File: config.mk
export PLATFORM = sky130hd
export DESIGN_NAME = irq_controller_n
export DESIGN_NICKNAME = d
export VERILOG_FILES = /design/src/rtl/irq_controller_n.sv
export SDC_FILE = /design/constraint.sdc
export NUM_CORES = 1
export LEC_CHECK = 0
export ABC_AREA = 1
export CAP_MARGIN = 20
export CORE_MARGIN = 10
export CORE_UTILIZATION = 29
export DETAILED_ROUTE_END_ITERATION = 16
export MAX_ROUTING_LAYER = met4
export PLACE_DENSITY = 0.91
export SLEW_MARGIN = 20
export SYNTH_ARGS = -nofsm -noshare
export SYNTH_HDL_FRONTEND = slang
export SYNTH_SLANG_ARGS = --single-unit
File: constraint.sdc
create_clock -name clk -period 2.2 [get_ports clk]
set_input_delay 0.66 -clock clk [delete_from_list [all_inputs] [get_ports clk]]
set_output_delay 0.66 -clock clk [all_outputs]
set_load 0.01 [all_outputs]
File: src/rtl/irq_controller_n.sv
// Interrupt controller: synchronised sources, pending latch, fixed priority (lowest index wins)
// and a claim/complete handshake, with ENABLE/PENDING/MODE/STATUS registers on a 64-bit bus.
module irq_controller_n #(
    parameter int                 NUM_SRC     = 4,
    parameter int                 VEC_W       = 4,
    parameter int                 SYNC_STAGES = 2,
    parameter logic [63:0]        BASE        = 64'h8000_0020,
    parameter logic [NUM_SRC-1:0] MODE_RST    = {NUM_SRC{1'b1}}
) (
    input  logic               clk,
    input  logic               reset,
    input  logic [NUM_SRC-1:0] irq_src,
    input  logic [63:0]        bus_address,
    input  logic [63:0]        bus_write_data,
    input  logic               bus_write_enable,
    input  logic               bus_read_enable,
    output logic [63:0]        bus_read_data,
    output logic [VEC_W-1:0]   interrupt_vector,
    output logic               irq_valid,
    input  logic               interrupt_done
);

    typedef enum logic {IDLE, ACTIVE} state_t;

    state_t                                state_q;
    logic [SYNC_STAGES-1:0][NUM_SRC-1:0]   sync_q;
    logic [NUM_SRC-1:0]                    dly_q;
    logic [NUM_SRC-1:0]                    enable_q;
    logic [NUM_SRC-1:0]                    pending_q;
    logic [NUM_SRC-1:0]                    mode_q;

    logic [NUM_SRC-1:0] synced;
    logic [NUM_SRC-1:0] rise;
    logic [NUM_SRC-1:0] cand;
    logic [NUM_SRC-1:0] win_onehot;
    logic [NUM_SRC-1:0] claim_clr;
    logic [NUM_SRC-1:0] w1c;
    logic [VEC_W-1:0]   win_idx;
    logic               claim;
    logic               in_window;
    logic [1:0]         reg_sel;
    logic               wr_enable;
    logic               wr_pending;
    logic               wr_mode;
    logic               unused_bits;

    assign synced = sync_q[SYNC_STAGES-1];
    assign rise   = synced & ~dly_q;

    assign in_window  = (bus_address >= BASE) && (bus_address < BASE + 64'h20);
    assign reg_sel    = bus_address[4:3];
    assign wr_enable  = bus_write_enable && in_window && (reg_sel == 2'd0);
    assign wr_pending = bus_write_enable && in_window && (reg_sel == 2'd1);
    assign wr_mode    = bus_write_enable && in_window && (reg_sel == 2'd2);

    assign cand       = pending_q & enable_q;
    // Isolate the lowest set bit of the candidate vector
    assign win_onehot = cand & (~cand + NUM_SRC'(1));
    assign claim      = (state_q == IDLE) && (cand != '0);
    assign claim_clr  = claim ? win_onehot : '0;
    assign w1c        = wr_pending ? bus_write_data[NUM_SRC-1:0] : '0;

    assign unused_bits = ^{bus_read_enable, bus_write_data[63:NUM_SRC]};

    always_comb begin
        win_idx = '0;
        for (int i = NUM_SRC - 1; i >= 0; i--) begin
            if (cand[i]) win_idx = VEC_W'(i);
        end
    end

    always_ff @(posedge clk or posedge reset) begin
        if (reset) begin
            sync_q <= '0;
            dly_q  <= '0;
        end else begin
            sync_q <= {sync_q[SYNC_STAGES-2:0], irq_src};
            dly_q  <= synced;
        end
    end

    // Edge sources: a new rise wins over W1C and claim clears; level sources just follow the line
    always_ff @(posedge clk or posedge reset) begin
        if (reset) begin
            enable_q  <= '0;
            mode_q    <= MODE_RST;
            pending_q <= '0;
        end else begin
            pending_q <= (mode_q & ((pending_q & ~(claim_clr | w1c)) | rise)) |
                         (~mode_q & synced);
            if (wr_enable) enable_q <= bus_write_data[NUM_SRC-1:0];
            if (wr_mode)   mode_q   <= bus_write_data[NUM_SRC-1:0];
        end
    end

    always_ff @(posedge clk or posedge reset) begin
        if (reset) begin
            state_q          <= IDLE;
            interrupt_vector <= '0;
            irq_valid        <= 1'b0;
        end else begin
            case (state_q)
                IDLE: begin
                    if (claim) begin
                        state_q          <= ACTIVE;
                        interrupt_vector <= win_idx + VEC_W'(1);
                        irq_valid        <= 1'b1;
                    end
                end
                ACTIVE: begin
                    if (interrupt_done) begin
                        state_q          <= IDLE;
                        interrupt_vector <= '0;
                        irq_valid        <= 1'b0;
                    end
                end
                default: begin
                    state_q          <= IDLE;
                    interrupt_vector <= '0;
                    irq_valid        <= 1'b0;
                end
            endcase
        end
    end

    always_comb begin
        bus_read_data = '0;
        if (in_window) begin
            case (reg_sel)
                2'd0: bus_read_data = 64'(enable_q);
                2'd1: bus_read_data = 64'(pending_q);
                2'd2: bus_read_data = 64'(mode_q);
                default: begin
                    bus_read_data[63]        = irq_valid;
                    bus_read_data[VEC_W-1:0] = interrupt_vector;
                end
            endcase
        end
    end

endmodule

==> impl_metrics.env <==
export IMPL_status="finished with violations"
export IMPL_violations="setup timing"
export IMPL_antenna_found_initial=0
export IMPL_whs_endpoint="synced[2]"
export IMPL_drt_iter0_drc=67
export IMPL_maxCapViolations=0
export IMPL_setup_viol=5
export IMPL_power_density_mw_per_mm2=467
export IMPL_drv_slew=0
export IMPL_yosysSeqAreaShare_pct=37.9
export IMPL_syn_area_mm2=0.00193
export IMPL_whs_ps=345
export IMPL_die_w_um=102
export IMPL_antenna_cells=0
export IMPL_place_congestion=0.994
export IMPL_critPathLaunchType="primary input"
export IMPL_postCtsHoldBufs=0
export IMPL_fillers=672
export IMPL_r2r_slack_ps=760
export IMPL_start_util_pct=30.0
export IMPL_yosys_warnings=0
export IMPL_arrival_ps=1700
export IMPL_ff2ff_path_depth=9
export IMPL_postCtsSetupRepairBufs=0
export IMPL_vias=1764
export IMPL_grt_ovfl_total=0
export IMPL_seq_area_um2=731
export IMPL_ir_worst_vdd_mv=0.570
export IMPL_finalNetCount=487
export IMPL_final_area_mm2=0.00258
export IMPL_port_buffers=81
export IMPL_synthMuxAreaShare_pct=0
export IMPL_required_ps=1540
export IMPL_yosys_register_bits=29
export IMPL_synth_compound_area_share_pct=6.16
export IMPL_power_leakage_nw=1.36
export IMPL_dieArea_mm2=0.0103
export IMPL_syn2layout_area_growth_pct=33.9
export IMPL_crit_path_end_kind="output pin"
export IMPL_synth_fa_ha_area_share_pct=0.649
export IMPL_first_pass_iters=4
export IMPL_reg2reg_to="pending_q[1]"
export IMPL_clock_latency_ps=280
export IMPL_hold_start="sync_q[2]"
export IMPL_cts_made_buffers=5
export IMPL_synth_top_family_by_area="simple AND/OR/NAND/NOR gates"
export IMPL_final_setup_worst_slack_ps=-159
export IMPL_htree_levels=2
export IMPL_die_y_um=102
export IMPL_synthTopCellsByArea="dfrtp_1, buf_4, nand2_1, nor2_1, dfstp_2"
export IMPL_tritoncts="yes"
export IMPL_routed_wl_um=5960
export IMPL_ioPinCount=206
export IMPL_routedWlPerCell_um=13.9
export IMPL_fin_crit_ps=2360
export IMPL_rows=29
export IMPL_clock_root_buffer="clkbuf_8"
export IMPL_postLayoutCoreUtil_pct=40.2
export IMPL_drive_gt1_share_pct=28.0
export IMPL_dpl_cell_area_mm2=0.00265
export IMPL_r2r_start="enable_q[1]"
export IMPL_fmax_ghz=0.424
export IMPL_layout_cells_non_filler=427
export IMPL_synthSimpleGateAreaFrac_pct=28.5
export IMPL_synthCells=256
export IMPL_synth_top_cell_area_share_pct=32.4
export IMPL_core_area_mm2=0.00642
export IMPL_cts_buffer_depth=2
export IMPL_hpwl_um=5000
export IMPL_viasPerCell=4.13
export IMPL_finalPower_mw=1.21
export IMPL_multi_input_area_um2=973
export IMPL_min_delay_path_depth=0
export IMPL_ant_nets=0
export IMPL_yosysUniqueCellTypes=22
export IMPL_min_path_type="flop to flop"
export IMPL_hold_viol_final=0
export IMPL_clk_pin_slew_worst_paths_ps=60
export IMPL_place_inst=419
export IMPL_worstSetupPathType="primary input to output pin"
export IMPL_period_share_pct=107
export IMPL_avgSynthCellArea_um2=7.54
export IMPL_cts_sinks=29
export IMPL_first_global_vias=1770
export IMPL_synth_largest_area_cell="dfrtp_1"
export IMPL_drc=0
export IMPL_rsz0062_at_grt="true"
export IMPL_grt_use_total_pct=10.8
export IMPL_grt_pass1_wl_um=8690
export IMPL_synthXorXnorAreaFrac_pct=0
export IMPL_fin_skew_ps=6.13
export IMPL_cp_max_fo=6
export IMPL_grt_max_degree=30
state kept, by name, summed over array words and instances (netlist names):
register	flops
synced	4
enable_q	4
irq_valid	1
pending_q	4
dly_q	4
sync_q	4
interrupt_vector	3
state_q	1
mode_q	4
repair_timing:
action / CTS / global route
setup endpoints to repair: 5 / 5
pin swaps: 57 / 21
gates resized for setup: 211 / 22
cells in the mapped netlist:
cell type  number
a21boi_0        1
a221oi_1        1
a31oi_1         1
a41oi_1         2
buf_4          60
conb_1          1
dfrtp_1        25
dfstp_2         4
ha_1            1
inv_1          17
nand2_1        71
nand2_4         3
nand3_1        10
nand4_1         1
nor2_1         40
nor2_2          2
nor2_8          1
nor3_1          2
o21ai_0         2
o21ai_1         8
o21ai_2         1
o311a_1         2
where the power goes:
part | internal, mW | leakage (nW) | switching [mW]
clock network | 0.218 | 0.0450 | 0.191
logic | 0.105 | 0.965 | 0.122
registers | 0.555 | 0.348 | 0.0131
total | 0.878 | 1.36 | 0.327
per-layer routing:
metal  vias to the layer above  GRT usage, %  share of wire, %
li1                        865             -                 -
met1                       791          9.96                34
met2                       101          20.3                51
met3                         7          3.95                14
met4                         0          2.97               1.0
met5                         -             -                 0
placed cells by master (no fill, tap or decap), types with 8 or more instances in the layout:
cell | netlist | layout
nand3_1 | 10 | 10
clkdlybuf4s50_1 | 0 | 15
dfrtp_1 | 25 | 25
buf_2 | 0 | 43
inv_1 | 17 | 16
nor2_1 | 40 | 33
nand2_1 | 71 | 70
buf_6 | 0 | 13
o21ai_1 | 8 | 8
conb_1 | 1 | 60
cell type report:
class | instances | share of cell area [%]
sequential | 29 | 28.3
clock buffer | 6 | 2.81
multi-input combinational | 209 | 37.7
timing repair buffer | 87 | 24.6
tap | 77 | 3.73
inverter | 17 | 2.47
clock inverter | 2 | 0.388
per-stage QoR:
stage	worst slack [ps]	setup TNS, ps
floorplan	88.3	0
global placement	-1000	-6840
detailed placement	-1010	-7410
CTS	-169	-762
global route	-257	-1170
finish	-159	-675
worst max-delay path by stage:
stage,cells past startpoint,from,slack (ps),endpoint
floorplan,7,bus_address[57],90,bus_read_data[63]
global placement,10,bus_address[31],-1000,bus_read_data[63]
detailed placement,9,bus_address[26],-1010,bus_read_data[63]
CTS,9,bus_address[32],-170,bus_read_data[0]
global route,9,bus_address[29],-260,bus_read_data[2]
finish,9,bus_address[29],-160,bus_read_data[0]
critical path, cell delays in order:
cell and delay (ps):
buf_6 90, nor2_1 90, nand2_1 80, nor2_2 130, nand2_2 80, nor2_4 140, nand2_4 100, a41oi_2 170
buf_2 160
cells by family after synthesis:
group,count (synthesis)
AOI/OAI and AO/OA,18
adders and majority gates,1
buffers and inverters,77
DFF,29
other,1
and+or+nand+nor,130
Power figures use the tool's default switching activity.
